File: config.mk
export PLATFORM = sky130hd
export DESIGN_NAME = mem_bist_flat
export DESIGN_NICKNAME = d
export VERILOG_FILES = /design/src/rtl/mem_bist_pkg.sv /design/src/rtl/mem_bist_if.sv /design/src/rtl/mem_bist_patgen.sv /design/src/rtl/mem_bist.sv /design/src/flat_wrapper.sv
export SDC_FILE = /design/constraint.sdc
export NUM_CORES = 1
export LEC_CHECK = 0
export BUFFER_PORTS_ARGS = -buffer_cell sky130_fd_sc_hd__buf_2
export CAP_MARGIN = 20
export CORE_MARGIN = 3
export CORE_UTILIZATION = 30
export DETAILED_ROUTE_END_ITERATION = 12
export HOLD_SLACK_MARGIN = 0.08
export PLACE_DENSITY = 0.49
export SLEW_MARGIN = 20
export SYNTH_ARGS = -nofsm -noshare
export SYNTH_HDL_FRONTEND = slang
export SYNTH_HIERARCHICAL = 1
export SYNTH_SLANG_ARGS = --single-unit
File: constraint.sdc
create_clock -name clk -period 6.9 [get_ports clk]
set_input_delay 1.38 -clock clk [delete_from_list [all_inputs] [get_ports clk]]
set_output_delay 1.38 -clock clk [all_outputs]
set_load 0.02 [all_outputs]
File: src/rtl/mem_bist_pkg.sv
// mem_bist_pkg: shared types and constants for the memory BIST initiator.
//   state_e      - controller states
//   PAT_*        - pattern_sel encodings
//   NUM_LOCS     - locations swept per run (all banks x all words)
//   DRAIN_CYCLES - cycles spent after the last read to compare its data
package mem_bist_pkg;
    localparam int BANK_W_DEF   = 2;
    localparam int ADDR_W_DEF   = 4;
    localparam int DATA_W_DEF   = 8;
    localparam int CNT_W_DEF    = 16;
    localparam int NUM_LOCS     = 2 ** (BANK_W_DEF + ADDR_W_DEF);
    localparam int DRAIN_CYCLES = 1;

    localparam logic [1:0] PAT_CONST   = 2'd0;
    localparam logic [1:0] PAT_XOR_IDX = 2'd1;
    localparam logic [1:0] PAT_CHECKER = 2'd2;
    localparam logic [1:0] PAT_ADD_IDX = 2'd3;

    typedef enum logic [2:0] {
        ST_IDLE,
        ST_WRITE,
        ST_READ,
        ST_DRAIN,
        ST_DONE
    } state_e;
endpackage

File: src/rtl/mem_bist_if.sv
// mem_bist_if: request/response bundle between the BIST initiator and the
// banked single-port memory.
//   mem_bank/mem_addr - location select (bank is the upper index bits)
//   mem_data_in       - write data
//   mem_we            - write enable
//   mem_data_out      - registered read data, one-cycle latency
interface mem_bist_if #(
    parameter int BANK_W = 2,
    parameter int ADDR_W = 4,
    parameter int DATA_W = 8
);
    logic [BANK_W-1:0] mem_bank;
    logic [ADDR_W-1:0] mem_addr;
    logic [DATA_W-1:0] mem_data_in;
    logic              mem_we;
    logic [DATA_W-1:0] mem_data_out;

    modport master (output mem_bank, mem_addr, mem_data_in, mem_we,
                    input  mem_data_out);
    modport slave  (input  mem_bank, mem_addr, mem_data_in, mem_we,
                    output mem_data_out);
endinterface

File: src/rtl/mem_bist_patgen.sv
// mem_bist_patgen: combinational test-pattern generator.
//   sel_i/seed_i      - pattern select and seed
//   bank_i/addr_i     - location; index i = {bank, addr}
//   data_o            - pattern value for that location
module mem_bist_patgen
    import mem_bist_pkg::*;
#(
    parameter int BANK_W = 2,
    parameter int ADDR_W = 4,
    parameter int DATA_W = 8
) (
    input  logic [1:0]        sel_i,
    input  logic [DATA_W-1:0] seed_i,
    input  logic [BANK_W-1:0] bank_i,
    input  logic [ADDR_W-1:0] addr_i,
    output logic [DATA_W-1:0] data_o
);
    logic [DATA_W-1:0] idx;

    always_comb begin
        idx    = DATA_W'({bank_i, addr_i});
        data_o = seed_i;
        case (sel_i)
            PAT_CONST:   data_o = seed_i;
            PAT_XOR_IDX: data_o = seed_i ^ idx;
            PAT_CHECKER: data_o = addr_i[0] ? ~seed_i : seed_i;
            PAT_ADD_IDX: data_o = seed_i + idx;
            default:     data_o = seed_i;
        endcase
    end
endmodule

File: src/rtl/mem_bist.sv
// mem_bist: built-in self-test initiator for a banked single-port memory.
// Writes a pattern to every location, reads each back and compares.
//   clk/rst_n           - clock, async active-low reset
//   start               - begin a run (ignored while busy)
//   pattern_sel/seed    - pattern configuration, sampled with start
//   mem                 - memory request/response bundle (master side)
//   busy/done/pass      - run status
//   err_count           - saturating mismatch count
//   fail_*              - first mismatch capture
module mem_bist
    import mem_bist_pkg::*;
#(
    parameter int BANK_W = BANK_W_DEF,
    parameter int ADDR_W = ADDR_W_DEF,
    parameter int DATA_W = DATA_W_DEF,
    parameter int CNT_W  = CNT_W_DEF
) (
    input  logic              clk,
    input  logic              rst_n,
    input  logic              start,
    input  logic [1:0]        pattern_sel,
    input  logic [DATA_W-1:0] seed,
    mem_bist_if.master        mem,
    output logic              busy,
    output logic              done,
    output logic              pass,
    output logic [CNT_W-1:0]  err_count,
    output logic              fail_valid,
    output logic [BANK_W-1:0] fail_bank,
    output logic [ADDR_W-1:0] fail_addr,
    output logic [DATA_W-1:0] fail_data,
    output logic [DATA_W-1:0] fail_expected
);
    localparam int LOC_W = BANK_W + ADDR_W;

    state_e            state_q;
    logic [1:0]        sel_q;
    logic [DATA_W-1:0] seed_q;
    logic [BANK_W-1:0] bank_q;
    logic [ADDR_W-1:0] addr_q;
    logic [DATA_W-1:0] wdata_q;
    logic              we_q;
    // compare stage: describes the read whose data arrives this cycle
    logic              stg_vld_q;
    logic [LOC_W-1:0]  stg_loc_q;
    logic [DATA_W-1:0] stg_exp_q;
    logic              busy_q, done_q, fvld_q;
    logic [CNT_W-1:0]  err_q;
    logic [BANK_W-1:0] fbank_q;
    logic [ADDR_W-1:0] faddr_q;
    logic [DATA_W-1:0] fdata_q, fexp_q;

    logic [LOC_W-1:0]  loc, nxt_loc;
    logic              launch, mismatch;
    logic [1:0]        pat_sel;
    logic [DATA_W-1:0] pat_seed, wr_pat, exp_pat;

    // The outputs always hold the location currently being issued, so it
    // doubles as the sweep index.
    assign loc      = {bank_q, addr_q};
    assign launch   = start && (state_q == ST_IDLE || state_q == ST_DONE);
    assign nxt_loc  = launch ? '0 : loc + 1'b1;
    // On launch the first write must already use the new configuration.
    assign pat_sel  = launch ? pattern_sel : sel_q;
    assign pat_seed = launch ? seed : seed_q;
    assign mismatch = stg_vld_q && (mem.mem_data_out != stg_exp_q);

    mem_bist_patgen #(.BANK_W(BANK_W), .ADDR_W(ADDR_W), .DATA_W(DATA_W)) u_wr_pat (
        .sel_i(pat_sel), .seed_i(pat_seed),
        .bank_i(nxt_loc[LOC_W-1:ADDR_W]), .addr_i(nxt_loc[ADDR_W-1:0]),
        .data_o(wr_pat)
    );

    mem_bist_patgen #(.BANK_W(BANK_W), .ADDR_W(ADDR_W), .DATA_W(DATA_W)) u_exp_pat (
        .sel_i(sel_q), .seed_i(seed_q),
        .bank_i(bank_q), .addr_i(addr_q),
        .data_o(exp_pat)
    );

    always_ff @(posedge clk or negedge rst_n) begin
        if (!rst_n) begin
            state_q   <= ST_IDLE;
            sel_q     <= '0;
            seed_q    <= '0;
            bank_q    <= '0;
            addr_q    <= '0;
            wdata_q   <= '0;
            we_q      <= 1'b0;
            stg_vld_q <= 1'b0;
            stg_loc_q <= '0;
            stg_exp_q <= '0;
            busy_q    <= 1'b0;
            done_q    <= 1'b0;
            fvld_q    <= 1'b0;
            err_q     <= '0;
            fbank_q   <= '0;
            faddr_q   <= '0;
            fdata_q   <= '0;
            fexp_q    <= '0;
        end else begin
            stg_vld_q <= (state_q == ST_READ);
            stg_loc_q <= loc;
            stg_exp_q <= exp_pat;

            if (mismatch) begin
                if (err_q != '1) err_q <= err_q + 1'b1;
                if (!fvld_q) begin
                    fvld_q  <= 1'b1;
                    fbank_q <= stg_loc_q[LOC_W-1:ADDR_W];
                    faddr_q <= stg_loc_q[ADDR_W-1:0];
                    fdata_q <= mem.mem_data_out;
                    fexp_q  <= stg_exp_q;
                end
            end

            case (state_q)
                ST_IDLE, ST_DONE: begin
                    if (start) begin
                        sel_q   <= pattern_sel;
                        seed_q  <= seed;
                        err_q   <= '0;
                        fvld_q  <= 1'b0;
                        fbank_q <= '0;
                        faddr_q <= '0;
                        fdata_q <= '0;
                        fexp_q  <= '0;
                        done_q  <= 1'b0;
                        busy_q  <= 1'b1;
                        we_q    <= 1'b1;
                        {bank_q, addr_q} <= nxt_loc;
                        wdata_q <= wr_pat;
                        state_q <= ST_WRITE;
                    end
                end
                ST_WRITE: begin
                    if (&loc) begin
                        we_q    <= 1'b0;
                        {bank_q, addr_q} <= '0;
                        state_q <= ST_READ;
                    end else begin
                        {bank_q, addr_q} <= nxt_loc;
                        wdata_q <= wr_pat;
                    end
                end
                ST_READ: begin
                    if (&loc) state_q <= ST_DRAIN;
                    else      {bank_q, addr_q} <= nxt_loc;
                end
                ST_DRAIN: begin
                    busy_q  <= 1'b0;
                    done_q  <= 1'b1;
                    state_q <= ST_DONE;
                end
                default: state_q <= ST_IDLE;
            endcase
        end
    end

    assign mem.mem_bank    = bank_q;
    assign mem.mem_addr    = addr_q;
    assign mem.mem_data_in = wdata_q;
    assign mem.mem_we      = we_q;

    assign busy          = busy_q;
    assign done          = done_q;
    assign pass          = done_q && (err_q == '0);
    assign err_count     = err_q;
    assign fail_valid    = fvld_q;
    assign fail_bank     = fbank_q;
    assign fail_addr     = faddr_q;
    assign fail_data     = fdata_q;
    assign fail_expected = fexp_q;
endmodule
File: src/flat_wrapper.sv
// flat-port wrapper written by rule: the top's interface ports become plain ports
module mem_bist_flat import mem_bist_pkg::*;
#(
    parameter int BANK_W = BANK_W_DEF,
    parameter int ADDR_W = ADDR_W_DEF,
    parameter int DATA_W = DATA_W_DEF,
    parameter int CNT_W  = CNT_W_DEF
)
  (clk, rst_n, start, pattern_sel, seed, busy, done, pass, err_count, fail_valid, fail_bank, fail_addr, fail_data, fail_expected, mem_mem_bank, mem_mem_addr, mem_mem_data_in, mem_mem_we, mem_mem_data_out);
  mem_bist_if #(.BANK_W(BANK_W), .ADDR_W(ADDR_W), .DATA_W(DATA_W)) mem_i ();
  input  logic clk;
  input  logic rst_n;
  input  logic start;
  input  logic [1:0] pattern_sel;
  input  logic [DATA_W-1:0] seed;
  output logic busy;
  output logic done;
  output logic pass;
  output logic [CNT_W-1:0] err_count;
  output logic fail_valid;
  output logic [BANK_W-1:0] fail_bank;
  output logic [ADDR_W-1:0] fail_addr;
  output logic [DATA_W-1:0] fail_data;
  output logic [DATA_W-1:0] fail_expected;
  output wire logic [$bits(mem_i.mem_bank)-1:0] mem_mem_bank;
  output wire logic [$bits(mem_i.mem_addr)-1:0] mem_mem_addr;
  output wire logic [$bits(mem_i.mem_data_in)-1:0] mem_mem_data_in;
  output wire logic [$bits(mem_i.mem_we)-1:0] mem_mem_we;
  input wire logic [$bits(mem_i.mem_data_out)-1:0] mem_mem_data_out;
  assign mem_mem_bank = mem_i.mem_bank;
  assign mem_mem_addr = mem_i.mem_addr;
  assign mem_mem_data_in = mem_i.mem_data_in;
  assign mem_mem_we = mem_i.mem_we;
  assign mem_i.mem_data_out = mem_mem_data_out;
  mem_bist #(.BANK_W(BANK_W), .ADDR_W(ADDR_W), .DATA_W(DATA_W), .CNT_W(CNT_W)) u_core (.clk(clk), .rst_n(rst_n), .start(start), .pattern_sel(pattern_sel), .seed(seed), .mem(mem_i), .busy(busy), .done(done), .pass(pass), .err_count(err_count), .fail_valid(fail_valid), .fail_bank(fail_bank), .fail_addr(fail_addr), .fail_data(fail_data), .fail_expected(fail_expected));
endmodule
==> results list, run 1 <==
* Outcome: completed
- At the pin with the least slew margin, the transition time is 942.1 ps.
- Overall die area: 17360 µm²
- Dominant cell type by area after synthesis: dfrtp_1
* Total of cells resized after clock tree synthesis: 0
* Worst slew margin relative to its limit: 36.96%
- DR iter-0 viols: 243
* Post-synth top area share: 44.29%
- Number of antenna violations at the first check in global routing: 0
* Critical Path Start Type: input port
- Total clock sinks: 84
- For this configuration, the core starts out at a cell density of 30.99%.
* Height of the die: 131.8 µm
* Synthesized area: 4746 µm²
- For this design the top-level I/O count stands at 78.
- Final hold violation count: 0
- The largest single stage delay on the critical path is 410 ps.
- The synthesized netlist contains 61 unique library cells.
- Leading cell types by total area after synthesis: dfrtp_1, nand2_1, nand3_1, o21ai_0, ha_1
- Clock tree from TritonCTS: done
- At the later pin of the worst-skew pair, clock insertion delay measures 340 ps.
* Syn nets: 549
* Number of setup violations in the final report: 0
- Dividing the detail-routed wire length by the instance count gives 15.78 µm.
* Global-route wire length before repair: 20040 µm
- Number of buffers added for setup after CTS: 0
- The congestion estimate from routability-driven global placement came to 0.8333.
- Critical path data required time: 7130 ps
* Tmin final: 3639 ps
- CP Capture Type: flop
- Number of global-route vias before repair: 3747
- Horiz. Die Dim: 131.8 µm
- Clock edge transition at the registers on the reported setup and hold paths: 70 ps
* Critical setup path kind: input port to flop
* Final Slew Violations: 0
- Hold is met by 490.9 ps.
* Number of standard cells in the layout, taps in and fillers out: 790
- Of all nets on the critical path, the largest fanout is 32.
* Mapped Avg Cell Area: 9.287 µm²
- Arrival @ worst endpoint: 3870 ps
- Counting tap cells, the placed design contains a total of 774 instances.
* FP Rows: 45
- Across the routed clock network, the largest skew measured is 8.481 ps.
- The clock tree synthesis step divided the H-tree into 3 levels.
- Filler instances: 1635
- The pre-antenna-repair detailed-routing pass consisted of 4 iterations.
* # nets final: 612
- Final WL: 12470 µm
* Total vias in the final route: 3996
- Total power for the finished layout comes to 2.489 mW.
- Gate count after technology mapping: 511
* Most common cell in the synthesized netlist: nand2_1
* Share of final-layout standard cells stronger than drive strength 1: 20.55%
- The Yosys step of the flow raised 6 warnings.
- Buffer cell driving the clock tree root: clkbuf_16
- The clock passes through at most 2 buffers.
* Cts bufs inserted: 9
- Most instantiated cells after synthesis: nand2_1, dfrtp_1, nand3_1, o21ai_0, a21oi_1
- Summed over all cells, the static leakage comes to 2.590 nW.
* Antenna-violating nets left: 0
- Total congestion overflow after global routing: 0
- Traced cell by cell, the critical path runs through buf_2 > nand2b_1 > nor2_2 > buf_4 > nor2_1 > ha_1 > fa_1 > a21o_1 > a211oi_2 > nor4_1 > nand4bb_1 > mux2_2.
- Total negative setup slack: 0 ps
* ANT cells: 0
- Max-cap check violation count: 0
- Synth Flop Type: dfrtp_1
- Floorplan Core Area: 15310 µm²
- Global-route usage over all layers: 14.23%
- Post-DR vias/cell: 5.058
- For this run, design rule violations remaining after detail routing come to 0.
* Setup repair after global routing missed its margin: false
* Pwr per Cell Area: 444.7 nW/µm²
- Pin count of the biggest net entering global routing: 69
- Across all setup checks in the final design, the least slack found is 3261 ps.
- Register area share after synthesis: 44.29%
* Number of synthesized flops with an enable pin: 0
- The tightest min-delay check is of the flop to flop type.
- Number of hold buffers added after CTS: 0
- #FFs+latches synth: 84
- Worst vdd ir: 0.2543 mV
* Max Clk Rate: 274.8 MHz
* Post-detailed-placement half-perimeter wirelength: 8798 µm
- Before CTS, the worst setup slack after placement is 2905 ps.
- P&R area growth vs syn: 17.95%
- Portion of the clock cycle consumed by the worst path in the final layout: 52.74%
- Critical Path Slowest Stage Cell: fa_1
- Count of buffers from port buffering: 77
* Async set-or-reset flop fraction in the synthesized netlist: 100.0%
-- cells in the final DEF (no fill, tap or decap), types with 6 or more instances in the layout --
cell type / n
dfrtp_1: 84
nor2_1: 22
or4_1: 9
buf_2: 76
inv_1: 12
mux2_2: 13
o211ai_1: 8
ha_1: 15
xnor2_1: 15
o311a_1: 6
nand4_1: 9
clkbuf_16: 9
o21ai_0: 38
a21oi_1: 28
nand2_1: 86
o31ai_1: 7
nand2b_1: 7
nand3_1: 38
-- path summary, 6_finish.rpt --
path,from,endpoint,slack (ps),depth (start not counted)
max reg2reg,u_core/state_q[0],u_core/mem.mem_data_in[6],3810,12
min reg2reg,u_core/fail_data[0],u_core/fail_data[0],490,2
max in group asynchronous,rst_n,u_core/seed_q[1],4880,2
min,u_core/fail_data[0],u_core/fail_data[0],490,2
max,start,u_core/mem.mem_data_in[6],3260,12
min in group asynchronous,rst_n,u_core/fail_expected[3],880,1
-- where the power goes --
group	internal (mW)	total, mW	switching (mW)	leakage (nW)
clock	0.330	0.536	0.206	0.160
combinational	0.490	1.14	0.646	1.34
sequential	0.632	0.817	0.185	1.09
total	1.45	2.49	1.04	2.59
-- cell type report --
cell class                 instances  area [µm²]  area share [%]
timing repair buffer              81       417.9           7.465
tap                              211       264.0           4.716
clock inverter                     6       93.84           1.676
sequential                        84        2102           37.55
clock buffer                      10       239.0           4.269
multi-input combinational        386        2436           43.52
inverter                          12       45.04          0.8046
-- cell families (layout without fill, tap and decap cells) --
group | after synthesis | after routing | synth area share [%]
XOR/XNOR | 20 | 20 | 3.691
multiplexers | 19 | 19 | 4.403
flip-flops | 84 | 84 | 44.29
AO/OA/AOI/OAI | 123 | 123 | 16.66
buffers and inverters | 41 | 109 | 4.481
AND/OR/NAND/NOR | 207 | 207 | 21.67
adder cells (fa/ha/maj) | 17 | 17 | 4.798
-- metrics by stage --
| step | utilization [%] | instance area (µm²) |
|---|---|---|
| floorplan | - | 4746 |
| global placement | 34.38 | 5265 |
| detailed placement | 34.38 | 5265 |
| CTS | 36.55 | 5598 |
| global route | 36.55 | 5598 |
| finish | 36.55 | 5598 |
-- layer usage --
metal	share of wire (%)	vias to the layer above	track usage, %
li1	-	1982	-
met5	0	-	0
met2	43	96	20.89
met4	1.2	0	4.609
met3	4.9	10	4.427
met1	50	1908	20.05
-- critical path, delay by kind of cell --
family                     cells  cell delay (ps)
AOI/OAI and AO/OA              2              460
adders and majority gates      2              680
buffers and inverters          2              440
muxes                          1              260
and+or+nand+nor                5              620
-- registers in the layout (all words and copies together), names as in the netlist --
name                    cells
u_core/sel_q                2
u_core/fail_expected        8
u_core/fail_addr            4
u_core/mem.mem_addr         4
u_core/fail_valid           1
u_core/seed_q               8
u_core/fail_bank            2
u_core/done                 1
u_core/stg_vld_q            1
u_core/busy                 1
u_core/stg_loc_q            6
u_core/mem.mem_data_in      8
u_core/mem.mem_bank         2
u_core/mem.mem_we           1
u_core/stg_exp_q            8
u_core/fail_data            8
u_core/err_count           16
u_core/state_q              3
No activity file was read; power rests on OpenSTA's default activity.
==> run 2, diff against run 1 <==
- clock period: 6.9 -> 3.8 ns (I/O delays scaled with it)
==> results list, run 2 (synthesis gave the netlist of run 1 again) <==
- The aggregate global-route resource usage was 14.77% (+0.54 points).
* Initial cell density of the core: 30.99% (unchanged)
- Met3 Resource Use GR: 3.397% (-1.0 points)
- The routability-driven placement congestion ratio came to 0.8081 (-3.0%).
- Slew at the pin closest to its max-slew limit: 931.7 ps (-10.47 ps)
- Total negative setup slack: 0 ps (unchanged)
* Global-route wire length before repair: 21050 µm (+5.0%)
- Setup ws final: 874.1 ps (-2387 ps)
* Highest fanout seen on the critical path: 31 (-3.1%)
- CP Capture Type: flop
- Antenna-violating nets left: 0 (unchanged)
- The setup slack of the most critical reg-to-reg path is 870 ps (-2940 ps).
* Final hold violation count: 0 (unchanged)
- The number of nets in the final layout is 617 (+0.82%).
- The x dimension of the die is 131.8 µm (unchanged).
- Setup repair after global routing missed its margin: false
* Kind of path behind the tightest hold check: input port to asynchronous set/reset pin
- Largest buffer count on any clock path: 2 (unchanged)
- Met2 Usage GRT: 23.30% (+2.4 points)
- The vias after detailed routing is 4142 (+3.7%).
* Critical setup path kind: flop to flop
- STA classifies the critical path startpoint as a flop.
- Post-DR vias/cell: 5.210 (+3.0%)
- Buffer cell driving the clock tree root: clkbuf_16
- Number of setup violations in the final report: 0 (unchanged)
- Final Slew Violations: 0 (unchanged)
* Wire per inst: 15.83 µm (+0.33%)
- The pin count of the biggest net entering global routing was 52 (-25%).
- FP Rows: 45 (unchanged)
* Commonest non-fill, non-tap cell in the layout: nand2_1
- The initial antenna violation count is 0 (unchanged).
* Count of buffers from port buffering: 77 (unchanged)
- Total congestion overflow after global routing: 0 (unchanged)
- The worst reg-to-reg path cell count came to 12 (unchanged).
- The floorplan die area was 17360 µm² (unchanged).
* Clock edge transition at the registers on the reported setup and hold paths: 70 ps (about the same)
- The worst voltage drop across the vdd grid was 0.3965 mV (+56%).
- The number of top-level pins was 78 (unchanged).
- Post-detailed-placement half-perimeter wirelength: 9155 µm (+4.1%)
* Router iterations before antenna repair: 4 (unchanged)
- The leakage power figure came to 2.604 nW (+0.51%).
- The core region area was 15310 µm² (unchanged).
* Beginning of the worst register-to-register path: u_core/state_q[1]
* Tmin final: 2926 ps
* Cts bufs inserted: 9 (unchanged)
* Clock tree from TritonCTS: done
* Latest clock arrival within the worst-skew pair: 340 ps (about the same)
* Share of final-layout standard cells stronger than drive strength 1: 21.23% (+0.68 points)
- Compared with the post-synthesis result, the final layout area differs by 18.59%.
* ANT cells: 0 (unchanged)
- Number of buffers added for setup after CTS: 0 (unchanged)
* Number of hold buffers added after CTS: 0 (unchanged)
- In this run the most used layer during global routing was met2.
* Most frequent cells in the layout: nand2_1, dfrtp_1, buf_2
* Final WL: 12590 µm (+0.96%)
* Number of DRC violations after detailed routing: 0 (unchanged)
* Worst slew margin relative to its limit: 37.66% (+0.70 points)
- Number of levels the H-tree was split into: 3 (unchanged)
- The final setup skew came to 4.744 ps (-3.737 ps).
* Outcome: completed
* Number of flip-flops under the largest register name: 16 (unchanged)
* Max-cap check violation count: 0 (unchanged)
- Portion of the clock cycle consumed by the worst path in the final layout: 77.00%
- The data arrival time of the critical path came to 3160 ps (-710 ps).
* End of the worst register-to-register path: u_core/mem.mem_data_in[6]
- The power density relative to cell area came to 806.5 nW/µm² (+81%).
* Height of the die: 131.8 µm (unchanged)
- The via count of the first global-routing pass came to 4036 (+7.7%).
- Met1 track demand over resource: 19.98% (-0.072 points)
- The post-cts repair resize count was 0 (unchanged).
- DR iter-0 viols: 292 (+20%)
- Total clock sinks: 84 (unchanged)
- Max Clk Rate: 341.8 MHz
- Critical path data required time: 4030 ps (-3100 ps)
* Worst setup timing slack at the placement stage: 539.2 ps (-2366 ps)
==> run 2: changes by cell type in the layout (fill, tap and decap cells not counted) <==
cell and delta:
clkbuf_8 -1, clkinvlp_4 +2, buf_4 +5, inv_6 -1
==> run 2: metal layers <==
layer | up-vias | routed length (µm) | share of wire, %
li1 | 2001 | - | -
met1 | 2018 | 6220 | 49
met2 | 108 | 5555 | 44
met3 | 15 | 619 | 4.9
met4 | 0 | 190 | 1.5
met5 | - | 0 | 0
==> run 2: how the worst max path moves through the flow <==
stage / start / end / cells after the start
final: u_core/state_q[1] / u_core/mem.mem_data_in[6] / 12
after global routing: u_core/state_q[1] / u_core/mem.mem_data_in[6] / 12
after detailed placement: start / u_core/mem.mem_data_in[6] / 13
after floorplan: start / u_core/mem.mem_data_in[6] / 11
after CTS: u_core/state_q[1] / u_core/mem.mem_data_in[6] / 12
after global placement: start / u_core/mem.mem_data_in[6] / 13
==> run 2: final cells by class <==
| class | instances | area (µm²) |
|---|---|---|
| timing repair buffer | 86 | 455.4 |
| sequential | 84 | 2102 |
| clock inverter | 7 | 100.1 |
| tap | 211 | 264.0 |
| multi-input combinational | 386 | 2436 |
| clock buffer | 9 | 225.2 |
| fill | 1603 | 9687 |
| inverter | 12 | 45.04 |
==> run 2: worst max-delay path, cell delays in order (launching register included) <==
cell	delay (ps)
dfrtp_1	480
nand2b_1	180
nor2_2	50
buf_4	250
nand2_1	110
nand2_1	80
ha_1	240
fa_1	430
a21o_1	210
a211oi_2	250
nor4_1	70
nand4bb_1	180
mux2_2	260
==> run 2: power by group <==
part,internal [mW],total [mW],switching [mW]
Sequential,1.15,1.48,0.335
Combinational,0.917,2.10,1.18
Clock,0.579,0.960,0.381
Total,2.64,4.54,1.90
==> run 2: metrics by stage <==
stage / power (mW) / hold slack (ps) / cell area, µm² / cells / util, %
6_report: 4.539 / 383.4 / 5628 / 795 / 36.75
5_1_grt: 4.910 / 429.5 / 5628 / 795 / 36.75
4_1_cts: 4.576 / 398.9 / 5628 / 795 / 36.75
3_5_place_dp: 3.590 / 486.1 / 5303 / 779 / 34.62
3_3_place_gp: 3.556 / 478.3 / 5303 / 779 / 34.62
2_1_floorplan: 3.011 / 464.4 / 4746 / 511 / -
